**config.mk**
```make
export PLATFORM = sky130hd
export DESIGN_NAME = serializer_tx
export DESIGN_NICKNAME = d
export VERILOG_FILES = /design/src/rtl/serializer_tx.sv
export SDC_FILE = /design/constraint.sdc
export NUM_CORES = 1
export LEC_CHECK = 0
export CAP_MARGIN = 20
export CORE_UTILIZATION = 58
export DETAILED_ROUTE_END_ITERATION = 8
export PLACE_DENSITY = 0.83
export SKIP_LAST_GASP = 1
export SYNTH_ARGS = -nofsm -noshare
export SYNTH_HDL_FRONTEND = slang
export SYNTH_SLANG_ARGS = --single-unit
```
**constraint.sdc**
```tcl
create_clock -name clock1M -period 3.1 [get_ports clock1M]
set_input_delay 0.93 -clock clock1M [delete_from_list [all_inputs] [get_ports clock1M]]
set_output_delay 0.93 -clock clock1M [all_outputs]
set_load 0.01 [all_outputs]
```
**src/rtl/serializer_tx.sv**
```systemverilog
// Bit-serial transmitter: a small byte FIFO feeding an MSB-first shifter that frames
// each bit as BIT_HOLD strobe-high cycles followed by BIT_GAP strobe-low cycles.
module serializer_tx #(
    parameter int unsigned WIDTH    = 8,
    parameter int unsigned DEPTH    = 4,
    parameter int unsigned BIT_HOLD = 10,
    parameter int unsigned BIT_GAP  = 10
) (
    input  logic                         clock1M,
    input  logic                         reset,
    input  logic [WIDTH-1:0]             data_in,
    input  logic                         enqueue_in,
    output logic                         ready_out,
    output logic                         data_out,
    output logic                         write_out,
    output logic                         busy_out,
    output logic [$clog2(DEPTH+1)-1:0]   count_out
);

    localparam int unsigned PTR_W     = (DEPTH > 1) ? $clog2(DEPTH) : 1;
    localparam int unsigned CNT_OUT_W = $clog2(DEPTH + 1);
    localparam int unsigned IDX_W     = (WIDTH > 1) ? $clog2(WIDTH) : 1;
    localparam int unsigned CNT_MAX   = (BIT_HOLD > BIT_GAP) ? BIT_HOLD : BIT_GAP;
    localparam int unsigned CNT_W     = (CNT_MAX > 1) ? $clog2(CNT_MAX) : 1;

    typedef enum logic [1:0] {
        ST_IDLE = 2'd0,
        ST_HOLD = 2'd1,
        ST_GAP  = 2'd2
    } state_e;

    logic [WIDTH-1:0]     mem_q [DEPTH];
    logic [PTR_W-1:0]     wr_ptr_q, wr_ptr_d;
    logic [PTR_W-1:0]     rd_ptr_q, rd_ptr_d;
    logic [CNT_OUT_W-1:0] count_q, count_d;

    state_e               state_q, state_d;
    logic [CNT_W-1:0]     cnt_q, cnt_d;
    logic [IDX_W-1:0]     idx_q, idx_d;
    logic [WIDTH-1:0]     shift_q, shift_d;
    logic                 data_q, data_d;
    logic                 write_q, write_d;
    logic                 busy_q, busy_d;

    logic                 push;
    logic                 pop;
    logic [WIDTH-1:0]     head_w;

    assign ready_out = (count_q < CNT_OUT_W'(DEPTH));
    assign push      = enqueue_in && ready_out;
    assign head_w    = mem_q[rd_ptr_q];

    assign data_out  = data_q;
    assign write_out = write_q;
    assign busy_out  = busy_q;
    assign count_out = count_q;

    // FIFO storage carries no reset; occupancy is tracked by the pointers and count.
    always_ff @(posedge clock1M) begin
        if (push) begin
            mem_q[wr_ptr_q] <= data_in;
        end
    end

    // Next-state logic for the bit sequencer and FIFO bookkeeping.
    always_comb begin
        state_d  = state_q;
        cnt_d    = cnt_q;
        idx_d    = idx_q;
        shift_d  = shift_q;
        data_d   = data_q;
        write_d  = write_q;
        pop      = 1'b0;

        unique case (state_q)
            ST_IDLE: begin
                data_d  = 1'b0;
                write_d = 1'b0;
                if (count_q != '0) begin
                    pop     = 1'b1;
                    shift_d = head_w;
                    idx_d   = IDX_W'(WIDTH - 1);
                    data_d  = head_w[WIDTH-1];
                    write_d = 1'b1;
                    cnt_d   = CNT_W'(BIT_HOLD - 1);
                    state_d = ST_HOLD;
                end
            end
            ST_HOLD: begin
                if (cnt_q == '0) begin
                    write_d = 1'b0;
                    cnt_d   = CNT_W'(BIT_GAP - 1);
                    state_d = ST_GAP;
                end else begin
                    cnt_d = cnt_q - CNT_W'(1);
                end
            end
            ST_GAP: begin
                if (cnt_q != '0) begin
                    cnt_d = cnt_q - CNT_W'(1);
                end else if (idx_q != '0) begin
                    idx_d   = idx_q - IDX_W'(1);
                    data_d  = shift_q[idx_d];
                    write_d = 1'b1;
                    cnt_d   = CNT_W'(BIT_HOLD - 1);
                    state_d = ST_HOLD;
                end else if (count_q != '0) begin
                    // Back-to-back word: reload straight into HOLD without an idle cycle.
                    pop     = 1'b1;
                    shift_d = head_w;
                    idx_d   = IDX_W'(WIDTH - 1);
                    data_d  = head_w[WIDTH-1];
                    write_d = 1'b1;
                    cnt_d   = CNT_W'(BIT_HOLD - 1);
                    state_d = ST_HOLD;
                end else begin
                    data_d  = 1'b0;
                    state_d = ST_IDLE;
                end
            end
            default: begin
                data_d  = 1'b0;
                write_d = 1'b0;
                state_d = ST_IDLE;
            end
        endcase

        busy_d = (state_d != ST_IDLE);

        wr_ptr_d = push ? (wr_ptr_q + PTR_W'(1)) : wr_ptr_q;
        rd_ptr_d = pop  ? (rd_ptr_q + PTR_W'(1)) : rd_ptr_q;

        unique case ({push, pop})
            2'b10:   count_d = count_q + CNT_OUT_W'(1);
            2'b01:   count_d = count_q - CNT_OUT_W'(1);
            default: count_d = count_q;
        endcase
    end

    // State and output registers.
    always_ff @(posedge clock1M or negedge reset) begin
        if (!reset) begin
            state_q  <= ST_IDLE;
            cnt_q    <= '0;
            idx_q    <= '0;
            shift_q  <= '0;
            data_q   <= 1'b0;
            write_q  <= 1'b0;
            busy_q   <= 1'b0;
            wr_ptr_q <= '0;
            rd_ptr_q <= '0;
            count_q  <= '0;
        end else begin
            state_q  <= state_d;
            cnt_q    <= cnt_d;
            idx_q    <= idx_d;
            shift_q  <= shift_d;
            data_q   <= data_d;
            write_q  <= write_d;
            busy_q   <= busy_d;
            wr_ptr_q <= wr_ptr_d;
            rd_ptr_q <= rd_ptr_d;
            count_q  <= count_d;
        end
    end

endmodule

```
==> impl_metrics.env, run 1 <==
export IMPL_yosysTopAreaCellShare_pct=33.67
export IMPL_antenna_left=0
export IMPL_clk_insertion_delay_late_ps=340
export IMPL_hold_buffers=0
export IMPL_ys_top_cells_by_area="edfxtp_1 34%, dfrtp_1 24%, mux4_2 7.9%"
export IMPL_syn_avg_cell_area_um2=14.56
export IMPL_cp_required_ps=3360
export IMPL_rsz0062_at_grt="no"
export IMPL_setup_tns_final_ps=0
export IMPL_cts_resized_gates=0
export IMPL_synthDistinctLibCells=45
export IMPL_synth_nets=221
export IMPL_die_width_um=72.15
export IMPL_max_vdd_ir_drop_uv=618.8
export IMPL_routed_wl_um=4781
export IMPL_power_density_nw_per_um2=1015
export IMPL_worst_slew_margin_rel_pct=60.32
export IMPL_n_fill_cell=307
export IMPL_coreArea_um2=4723
export IMPL_ioPinCount=18
export IMPL_drt_initial_drc_count=116
export IMPL_path_max_fanout=6
export IMPL_fmax_mhz=376.7
export IMPL_period_needed_ps=2655
export IMPL_clock_skew_ps=7.518
export IMPL_dieArea_um2=5205
export IMPL_clkSlewWorstSetupHoldPaths_ps=70
export IMPL_end_kind="flop"
export IMPL_gp_congestion=0.8170
export IMPL_start_util_pct=60.42
export IMPL_die_h_um=72.15
export IMPL_report_power_total_mw=3.361
export IMPL_dp_cells=278
export IMPL_grt_max_degree=28
export IMPL_area_growth_pct=15.96
export IMPL_ys_seq_area_share_pct=57.34
export IMPL_portBuffers=17
export IMPL_fin_crit_sh_pct=85.63
export IMPL_post_cts_buffers=0
export IMPL_drt_pass1_iter_count=4
export IMPL_numCtsBuffers=9
export IMPL_fin_util_pct=70.07
export IMPL_drc=0
export IMPL_whs_ps=515.9
export IMPL_netlist_area_um2=2854
export IMPL_cts_tree="built"
export IMPL_grt_pass1_wl_um=7859
export IMPL_postPlaceCellArea_um2=3103
export IMPL_ys_flop_type="edfxtp_1"
export IMPL_final_hold_viol_count=0
export IMPL_hold_path_startpoint="shift_q[5]"
export IMPL_cts_buffer_depth=2
export IMPL_setup_slack_ps=445.4
export IMPL_pre_cts_slack_ps=482.5
export IMPL_cts_root_buf="clkbuf_8"
export IMPL_grt_usage_pct=20.81
export IMPL_cts_sinks=59
export IMPL_synth_top_area_cell="edfxtp_1"
export IMPL_hp_class="reg2reg"
export IMPL_vias=1630
export IMPL_worstSetupPathType="reg2reg"
export IMPL_final_cell_area_um2=3309
export IMPL_worstMarginPinSlew_ps=593.2
export IMPL_start_kind="flop"
export IMPL_worstReg2RegStart="idx_q[0]"
export IMPL_critPathLaunch="idx_q[0]"
export IMPL_fin_nets=247
export IMPL_hpwl_um=3316
export IMPL_final_cell_count_no_fill=294
export IMPL_maxCapViolCount=0
export IMPL_viasPerCell=5.544
export IMPL_grt_pass1_vias=1657
export IMPL_setup_viol=0
export IMPL_cp_arrival_ps=2910
export IMPL_syn_inst=196
export IMPL_cts_max_level=3
export IMPL_num_rows=25
export IMPL_status="complete, no violations"
export IMPL_grt_ovfl_total=0
export IMPL_layout_drive_gt1_share_pct=20.26
export IMPL_antenna_cells=0
export IMPL_async_flop_share_pct=45.76
export IMPL_yosys_top_cells_count="32 x edfxtp_1, 27 x dfrtp_1, 15 x inv_1"
export IMPL_antenna_found_initial=0
export IMPL_ys_ff_latch=59
export IMPL_leakage_nw=1.343
export IMPL_synth_edff_count=32
export IMPL_ys_warn_count=0
export IMPL_synth_most_common_cell="edfxtp_1"
export IMPL_maxSlewViolCount=0
export IMPL_route_detailed_wl_per_inst_um=16.26
## flip-flops by register name (all words and copies together) (netlist names), 2 cells and up
register,flops
mem_q,32
shift_q,8
cnt_q,4
count_out,3
idx_q,3
rd_ptr_q,2
state_q,2
wr_ptr_q,2
## worst max-delay path: stages (launching register included)
cell     delay [ps]
dfrtp_1         420
inv_1           130
ha_1            270
and2b_1         300
a21oi_1         150
nor2_1          240
ha_1            250
inv_1            70
fa_1            370
xor2_1          150
nor2_1          110
xnor2_1         130
## layer usage
layer  up-vias  share of wire [%]  global-route usage (%)
li1        777                  -                       -
met1       811                 45                   26.87
met2        34                 50                   31.88
met3         8                3.5                   6.250
met4         0                1.8                   11.33
met5         -                  0                       0
## cell families after synthesis
| group | Yosys count | share of synthesized area, % |
|---|---|---|
| adders and majority gates | 14 | 6.401 |
| DFF | 59 | 57.34 |
| xor gates and xnor gates | 7 | 2.148 |
| muxes | 21 | 13.20 |
| and+or+nand+nor | 39 | 8.243 |
| AOI/OAI and AO/OA | 36 | 9.733 |
| buffers and inverters | 20 | 2.937 |
## cells in the final DEF (no fill, tap or decap), types with 2 or more instances in the layout
master / Yosys / layout
inv_6: 0 / 3
mux2i_1: 2 / 2
nand3_1: 5 / 5
xnor2_1: 4 / 4
o31ai_1: 2 / 2
nand2_1: 5 / 5
dfrtp_1: 27 / 27
xor2_1: 3 / 3
buf_4: 0 / 3
mux4_2: 10 / 10
nor2_1: 13 / 13
o21a_1: 2 / 2
and2_1: 4 / 4
nand2b_1: 2 / 2
a21o_1: 3 / 3
o21ai_0: 6 / 6
nor2b_1: 2 / 2
clkinvlp_4: 0 / 2
a31oi_1: 3 / 3
mux2_4: 8 / 8
inv_1: 15 / 15
ha_1: 13 / 13
clkbuf_8: 0 / 9
a21oi_1: 9 / 9
clkdlybuf4s50_1: 0 / 17
edfxtp_1: 32 / 32
## final cells by class
| type | instances | area [um2] | area share (%) |
|---|---|---|---|
| Multi-Input combinational cell | 117 | 1134 | 34.25 |
| Inverter | 15 | 56.30 | 1.701 |
| Clock buffer | 9 | 123.9 | 3.743 |
| Clock inverter | 7 | 82.58 | 2.495 |
| Tap cell | 67 | 83.83 | 2.533 |
| Timing Repair Buffer | 20 | 192.7 | 5.822 |
| Sequential cell | 59 | 1637 | 49.45 |
## report_power, final
group | leakage, nW | switching (mW) | internal (mW)
clock network | 0.0988 | 0.340 | 0.385
registers | 0.604 | 0.206 | 1.06
logic | 0.641 | 0.632 | 0.735
## path summary, 6_finish.rpt
path / to / slack (ps) / cells after the start
setup / recovery: count_out[2] / 450 / 11
hold / removal: shift_q[5] / 520 / 1
setup reg to reg: count_out[2] / 450 / 11
hold reg to reg: shift_q[5] / 520 / 1
max in group asynchronous: cnt_q[3] / 1880 / 2
min in group asynchronous: shift_q[0] / 960 / 2
(Power assumes the default switching activity.)
==> run 2, diff against run 1 <==
--- a/config.mk
+++ b/config.mk
@@ -5,10 +5,12 @@
 export SDC_FILE = /design/constraint.sdc
 export NUM_CORES = 1
 export LEC_CHECK = 0
+export ABC_AREA = 1
 export CAP_MARGIN = 20
-export CORE_UTILIZATION = 58
+export CORE_UTILIZATION = 59
 export DETAILED_ROUTE_END_ITERATION = 8
-export PLACE_DENSITY = 0.83
+export PLACE_DENSITY = 0.84
+export SETUP_SLACK_MARGIN = 0.05
 export SKIP_LAST_GASP = 1
 export SYNTH_ARGS = -nofsm -noshare
 export SYNTH_HDL_FRONTEND = slang
==> run 2 against run 1 <==
Worst hold slack lost 47 ps. Clock skew is 2.6 ps lower. Synthesized cell count is 53% higher. Power down 36%. Global-route usage grew 2.1 points. Worst setup slack improved by 120 ps. Register-to-register slack improved by 120 ps. Fmax rose by 4.9%. Die area down 0.47%. Largest power group is now sequential cells.
==> impl_metrics.env, run 2 <==
export IMPL_period_needed_ps=2531
export IMPL_synthXorXnorAreaFrac_pct=2.122
export IMPL_ys_top_cells_by_area="edfxtp_1 33%, dfrtp_1 23%, nand2_1 6.8%"
export IMPL_antenna_found_initial=0
export IMPL_slowest_stage="dfrtp_1"
export IMPL_setup_tns_final_ps=0
export IMPL_area_growth_pct=17.02
export IMPL_fin_crit_sh_pct=81.63
export IMPL_viasPerCell=5.123
export IMPL_antenna_left=0
export IMPL_worstSetupPathType="reg2reg"
export IMPL_synthMuxAreaShare_pct=0
export IMPL_worst_slew_margin_rel_pct=58.10
export IMPL_hp_class="reg2reg"
export IMPL_power_density_nw_per_um2=631.4
export IMPL_cpLargestDelayFamily="adder cells"
export IMPL_drt_pass1_iter_count=4
export IMPL_grt_max_degree=28
export IMPL_routed_wl_um=5208
export IMPL_cts_max_level=3
export IMPL_ys_warn_count=0
export IMPL_num_rows=25
export IMPL_rsz0062_at_grt="no"
export IMPL_cp_required_ps=3310
export IMPL_die_h_um=71.98
export IMPL_final_common_cell="nand2_1"
export IMPL_syn_inst=299
export IMPL_numCtsBuffers=9
export IMPL_ioPinCount=18
export IMPL_hpwl_um=3673
export IMPL_grt_ovfl_total=0
export IMPL_grt_usage_pct=22.94
export IMPL_die_width_um=71.98
export IMPL_cts_resized_gates=0
export IMPL_largest_reg_flops=32
export IMPL_status="complete, no violations"
export IMPL_drt_initial_drc_count=131
export IMPL_grt_pass1_wl_um=8735
export IMPL_grt_pass1_vias=2026
export IMPL_synth_adder_area_share_pct=6.323
export IMPL_synthDistinctLibCells=27
export IMPL_ys_seq_area_share_pct=56.65
export IMPL_maxSlewViolCount=0
export IMPL_route_detailed_wl_per_inst_um=13.09
export IMPL_cp_arrival_ps=2740
export IMPL_path_common_cell="inv_1"
export IMPL_fin_nets=351
export IMPL_cts_tree="built"
export IMPL_hold_buffers=0
export IMPL_path_max_fanout=7
export IMPL_synth_edff_count=32
export IMPL_yosys_top_cells_count="52 x nand2_1, 45 x inv_1, 32 x edfxtp_1"
export IMPL_clkSlewWorstSetupHoldPaths_ps=70
export IMPL_start_util_pct=61.17
export IMPL_drc=0
export IMPL_cp_cell_sequence="inv_1 > ha_1 > inv_1 > nor2_4 > nand3_1 > nand2_1 > nand2_1 > inv_1 > ha_1 > inv_1 > fa_1 > a21oi_1 > o21ai_0 > xor2_1"
export IMPL_slowest_delay_ps=430
export IMPL_setup_viol=0
export IMPL_synth_top_area_cell="edfxtp_1"
export IMPL_end_kind="flop"
export IMPL_final_hold_viol_count=0
export IMPL_synthSimpleGateAreaFrac_pct=17.67
export IMPL_portBuffers=17
export IMPL_synth_most_common_cell="nand2_1"
export IMPL_syn_avg_cell_area_um2=9.662
export IMPL_ys_ff_latch=59
export IMPL_synth_nets=324
export IMPL_cts_sinks=59
export IMPL_synth_top_family_by_area="simple AND/OR/NAND/NOR gates"
export IMPL_vias=2039
export IMPL_gp_congestion=0.8353
export IMPL_async_flop_share_pct=45.76
export IMPL_top_register="mem_q"
export IMPL_ys_flop_type="edfxtp_1"
export IMPL_clk_insertion_delay_late_ps=330
export IMPL_post_cts_buffers=0
export IMPL_coreArea_um2=4723
export IMPL_cts_root_buf="clkbuf_8"
export IMPL_reg_top3="mem_q (32), shift_q (8), cnt_q (4)"
export IMPL_leakage_nw=1.452
export IMPL_final_cell_mix="52 x nand2_1, 45 x inv_1, 32 x edfxtp_1"
export IMPL_n_fill_cell=341
export IMPL_worstMarginPinSlew_ps=626.2
export IMPL_critPathBufInv=4
export IMPL_max_vdd_ir_drop_uv=464.6
export IMPL_whs_ps=468.6
export IMPL_clock_skew_ps=4.887
export IMPL_netlist_area_um2=2889
export IMPL_synth_compound_area_share_pct=9.874
export IMPL_layout_drive_gt1_share_pct=9.970
export IMPL_cts_buffer_depth=2
export IMPL_maxCapViolCount=0
export IMPL_fmax_mhz=395.2
export IMPL_antenna_cells=0
export IMPL_yosysTopAreaCellShare_pct=33.26
export IMPL_start_kind="flop"
export IMPL_dieArea_um2=5180
[run 2: kinds of logic (layout without fill, tap and decap cells)]
logic type                 after synthesis  in the layout
xor gates and xnor gates                 7              7
AOI/OAI and AO/OA                       53             53
DFF                                     59             59
and+or+nand+nor                        114            114
buffers and inverters                   52             84
adders and majority gates               14             14
[run 2: power by group]
group	switching (mW)	internal (mW)	total, mW
clock	0.305	0.532	0.837
sequential	0.0392	0.926	0.965
combinational	0.194	0.138	0.332
[run 2: final timing paths]
path	cells past startpoint	end	from	slack, ps
max in group asynchronous	2	wr_ptr_q[0]	reset	1870
min in group asynchronous	2	idx_q[1]	reset	960
max reg2reg	14	count_out[2]	idx_q[0]	570
max	14	count_out[2]	idx_q[0]	570
min reg2reg	2	write_out	write_out	470
min	2	write_out	write_out	470
[run 2: layout make-up]
type                       instances  area, um2  area share, %
inverter                          46      172.7          5.107
sequential                        59       1637          48.41
timing repair buffer              22      207.7          6.144
clock inverter                     7      116.4          3.442
clock buffer                       9      123.9          3.664
multi-input combinational        188       1040          30.76
tap                               67      83.83          2.480
[run 2: layer usage]
layer / part of all wire, % / up-vias / track usage [%]
met2: 48 / 31 / 39.31
met4: 2.6 / 0 / 14.16
met1: 47 / 965 / 27.06
met5: 0 / - / 0
met3: 2.6 / 14 / 4.028
li1: - / 1029 / -
[run 2: worst register-to-register path: cells and delay by family (launching register included)]
family / cells / cell delay, ps
fa+ha+maj: 3 / 710
buf+inv: 4 / 420
flops: 1 / 430
xor+xnor: 1 / 150
compound gates: 2 / 280
simple gates: 4 / 420
[run 2: through the flow]
stage	instances	instance area, um2	utilization [%]	setup slack (ps)	total power [mW]
2_1_floorplan	299	2889	-	873.7	1.164
3_3_place_gp	382	3141	66.49	596.5	1.297
3_5_place_dp	382	3141	66.49	547.1	1.315
4_1_cts	398	3381	71.58	574.2	2.151
5_1_grt	398	3381	71.58	375.7	2.217
6_report	398	3381	71.58	569.3	2.135
==> run 3, diff against run 2 <==
--- a/config.mk
+++ b/config.mk
@@ -7,9 +7,9 @@
 export LEC_CHECK = 0
 export ABC_AREA = 1
 export CAP_MARGIN = 20
-export CORE_UTILIZATION = 59
+export CORE_UTILIZATION = 53
 export DETAILED_ROUTE_END_ITERATION = 8
-export PLACE_DENSITY = 0.84
+export PLACE_DENSITY = 0.8
 export SETUP_SLACK_MARGIN = 0.05
 export SKIP_LAST_GASP = 1
 export SYNTH_ARGS = -nofsm -noshare
==> constraint.sdc (replaced) <==
create_clock -name clock1M -period 2.1 [get_ports clock1M]
set_input_delay 0.63 -clock clock1M [delete_from_list [all_inputs] [get_ports clock1M]]
set_output_delay 0.63 -clock clock1M [all_outputs]
set_load 0.01 [all_outputs]
==> run 3 against run 2 <==
First-iteration DRC count stayed put. Sequential cell count did not move. Clock-buffer cell count rose by 2. Critical path type unchanged.
==> impl_metrics.env, run 3 (synthesis gave the netlist of run 2 again) <==
export IMPL_status="complete, no violations"
export IMPL_portBuffers=17
export IMPL_area_growth_pct=23.56
export IMPL_clock_skew_ps=9.332
export IMPL_fmax_mhz=507.8
export IMPL_drt_pass1_iter_count=4
export IMPL_cp_arrival_ps=2190
export IMPL_fin_crit_sh_pct=93.78
export IMPL_ioPinCount=18
export IMPL_hp_class="reg2reg"
export IMPL_whs_ps=490.8
export IMPL_grt_ovfl_total=0
export IMPL_n_fill_cell=373
export IMPL_grt_pass1_wl_um=9094
export IMPL_vias=2162
export IMPL_cts_sinks=59
export IMPL_gp_congestion=0.8264
export IMPL_grt_usage_pct=22.45
export IMPL_antenna_left=0
export IMPL_setup_tns_final_ps=0
export IMPL_worst_slew_margin_rel_pct=66.14
export IMPL_antenna_cells=0
export IMPL_maxCapViolCount=0
export IMPL_fin_nets=371
export IMPL_grt_pass1_vias=2024
export IMPL_path_max_fanout=2
export IMPL_routed_wl_um=5589
export IMPL_worstMarginPinSlew_ps=507.3
export IMPL_end_kind="flop"
export IMPL_power_density_nw_per_um2=873.7
export IMPL_antenna_found_initial=0
export IMPL_reg_top3="mem_q (32), shift_q (8), cnt_q (4)"
export IMPL_final_cell_count_no_fill=421
export IMPL_cts_tree="built"
export IMPL_layout_drive_gt1_share_pct=19.37
export IMPL_clk_insertion_delay_late_ps=340
export IMPL_largest_reg_flops=32
export IMPL_final_cell_area_um2=3570
export IMPL_hpwl_um=3748
export IMPL_postPlaceCellArea_um2=3289
export IMPL_final_cell_mix="50 x nand2_1, 37 x inv_1, 32 x edfxtp_1"
export IMPL_cp_required_ps=2320
export IMPL_start_kind="flop"
export IMPL_cts_buffer_depth=2
export IMPL_report_power_total_mw=3.119
export IMPL_worstSetupPathType="reg2reg"
export IMPL_dieArea_um2=5750
export IMPL_r2r_cells=14
export IMPL_final_hold_viol_count=0
export IMPL_cts_root_buf="clkbuf_8"
export IMPL_coreArea_um2=5172
export IMPL_final_common_cell="nand2_1"
export IMPL_cts_max_level=3
export IMPL_clkSlewWorstSetupHoldPaths_ps=70
export IMPL_viasPerCell=5.135
export IMPL_worstHoldPathCells=2
export IMPL_top_register="mem_q"
export IMPL_leakage_nw=1.540
export IMPL_start_util_pct=55.85
export IMPL_die_width_um=75.83
export IMPL_rsz0062_at_grt="yes"
export IMPL_die_h_um=75.83
export IMPL_num_rows=26
export IMPL_dp_cells=400
export IMPL_numCtsBuffers=9
export IMPL_route_detailed_wl_per_inst_um=13.28
export IMPL_setup_viol=0
export IMPL_max_vdd_ir_drop_uv=639.9
export IMPL_grt_max_degree=28
export IMPL_period_needed_ps=1969
export IMPL_drt_initial_drc_count=131
export IMPL_drc=0
export IMPL_maxSlewViolCount=0
run 3: changes by cell type in the layout (fill, tap and decap cells not counted), sizes merged:
cell,delta
bufinv,-1
clkinv,-1
dlymetal6s2s,+1
clkbuf,+2
buf,+20
clkdlybuf4s50,-1
run 3: where the power goes:
group          switching [mW]  leakage [nW]  internal (mW)
registers              0.0618         0.599           1.37
logic                   0.316         0.830          0.231
clock network           0.446         0.111          0.697
run 3: cell type report:
class	instances	area, um2	share of cell area [%]
multi-input combinational	188	1094	30.63
clock inverter	5	77.57	2.173
inverter	46	172.7	4.837
clock buffer	11	141.4	3.961
sequential	59	1637	45.85
timing repair buffer	42	360.3	10.09
tap	70	87.58	2.454
run 3: critical path, stage by stage, from the launching register on:
cell and delay, ps:
dfrtp_1 390, inv_2 80, ha_4 130, inv_2 40
nor2_4 90, nand3_2 80, nand2_2 60, nand2_2 50
inv_2 60, ha_4 110, inv_2 40, fa_2 350
a21oi_2 140, o21ai_1 80, xor2_1 140
run 3: stage by stage:
| stage | utilization [%] | worst slack (ps) |
|---|---|---|
| 3_3_place_gp | 63.59 | -36.14 |
| 2_1_floorplan | - | 33.25 |
| 4_1_cts | 67.83 | 63.07 |
| 5_1_grt | 69.01 | -11.96 |
| 6_report | 69.01 | 130.7 |
| 3_5_place_dp | 63.59 | -81.04 |
run 3: worst paths after layout:
| kind | from | end | slack (ps) |
|---|---|---|---|
| setup / recovery | idx_q[0] | count_out[2] | 130 |
| hold / removal | write_out | write_out | 490 |
| setup reg to reg | idx_q[0] | count_out[2] | 130 |
| hold reg to reg | write_out | write_out | 490 |
| max in group asynchronous | reset | wr_ptr_q[0] | 1170 |
| min in group asynchronous | reset | shift_q[3] | 670 |
run 3: what timing repair did:
action | in CTS | in global routing
hold buffers | 0 | 0
resized for setup | 0 | 9
setup buffers | 0 | 5
setup endpoints to repair | 0 | 3
run 3: layer usage:
metal	global-route usage [%]	routed length, um	vias up
met5	0	0	-
met4	10.29	144	0
met3	7.672	211	20
met2	36.97	2772	44
met1	26.57	2460	1025
li1	-	-	1073
==> variant: new RTL, settings of run 1 <==
Reset style: synchronous (`reset`), changed in one clocked block.
--- a/src/rtl/serializer_tx.sv
+++ b/src/rtl/serializer_tx.sv
@@ -138,7 +138,7 @@
     end
 
     // State and output registers.
-    always_ff @(posedge clock1M or negedge reset) begin
+    always_ff @(posedge clock1M) begin
         if (!reset) begin
             state_q  <= ST_IDLE;
             cnt_q    <= '0;
Function: differs if reset is asserted again (counterexample within 4 cycles, from zero or initial values and one cycle with reset low); with reset held inactive, the same outputs for 10 cycles.
==> variant against run 1 <==
  * The run now ends with DRC left
  * Setup slack improved by 38 ps
  * Total power fell by 3.7%
  * Cell area fell by 3.1%
  * Synthesized cell count rose by 15%
  * Routed wire length fell by 2.9%
  * Synthesized area fell by 2.2%
  * Sequential cell count rose by 2
  * Sequential share of layout area fell by 1.4 points
==> variant: results (changes against run 1) <==
| Metric | Value |
|---|---|
| Run status | finished, violations left |
| Violated checks | DRC |
| Async SR Flop Fraction | 0 (-0.458) |
| Top post-synthesis cells by area | edfxtp_1 34%, dfxtp_1 21%, mux4_2 8.1% |
| Placed cell area | 0.00302 mm2 (-2.8%) |
| Gr usage total | 0.212 (+0.00382) |
| Reg2reg setup slack | 480 ps (+40 ps) |
| First-pass GRT wire length | 8030 um (+2.2%) |
| Layout Nets | 275 (+11%) |
| CP Launch Point | idx_q[0] |
| Syn_area_per_cell | 12.4 um2 (-15%) |
| Synth Flop Type | edfxtp_1 |
| Post-Place Cells | 291 (+4.7%) |
| Post-synthesis adder-cell area fraction | 0.0654 (+0.00143) |
| GPL Wtd Cong | 0.865 (+5.9%) |
| Post-synth top cells | 32 x edfxtp_1, 29 x dfxtp_1, 26 x nor2_1 |
| Slowest stage delay, CP | 370 ps (-50 ps) |
| Worst slack at placement | 292 ps (-191 ps) |
| Initial antenna violation count | 0 (unchanged) |
| Synth Area in Compound Gates | 0.103 (+0.00577) |
| Worst-path clk slew | 70 ps (about the same) |
| Iter 0 DRT Violations | 176 (+52%) |
| Final setup skew | 7.86 ps (+0.341 ps) |
| Residual DRC | 1 (+1) |
| Hold_ws | 494 ps (-21.5 ps) |
| Drt pass-1 iters | 6 (+2) |
| Tightest Pin Transition | 536 ps (-57.7 ps) |
| Fill cell count | 306 (-0.33%) |
| IR drop worst, VDD | 0.618 mV (about the same) |
| Wire per inst | 15.1 um (-7.1%) |
| DPL Wire Length | 3220 um (-2.8%) |
| Reg-to-reg endpoint | count_out[2] |
| Min-Delay Startpoint | shift_q[2] |
| Hold Crit Depth | 2 (+1) |
| Cell variety after synth | 44 (-2.2%) |
| CP max-delay cell | dfxtp_1 |
| Layout cells sized above 1 | 0.149 (-0.0536) |
| Vias post-DR | 1774 (+8.8%) |
| Worst Reg-to-Reg Cells | 12 (+1) |
| XOR/XNOR Fraction of Synth Area | 0.0157 (-0.00579) |
| Switching Fraction | 0.361 (+0.0103) |
| Final period util | 0.844 (-0.0124) |
| Area growth syn-to-layout | 14.9% |
| Syn Nets | 251 (+14%) |
| CP arrival | 2890 ps (-20 ps) |
## variant: cell count changes in the layout (fill, tap and decap cells not counted), moves of 5 or more
cell / delta
dfrtp_1: -27
dfxtp_1: +29
mux2_4: -8
mux2i_1: +8
nor2_1: +13
o21ai_0: +5
## variant: metal layers
layer	vias up	GRT usage	wire (um)
li1	871	-	-
met1	849	0.261	2080
met2	44	0.347	2290
met3	10	0.0492	172
met4	0	0.118	101
met5	-	0	0
## variant: layout make-up
cell class                 instances  area share
clock inverter                     6      0.0199
timing repair buffer              21      0.0624
multi-input combinational        140       0.357
sequential                        61       0.480
inverter                          17      0.0199
tap                               52      0.0203
clock buffer                      10      0.0398
## variant: power by group through the flow
stage	clock network (mW)	registers [mW]	logic [mW]
final	0.672	1.23	1.34
after global routing	0.711	1.26	1.48
after CTS	0.686	1.23	1.34
after detailed placement	0	1.24	1.33
after global placement	0	1.23	1.30
after floorplan	0	1.18	1.08
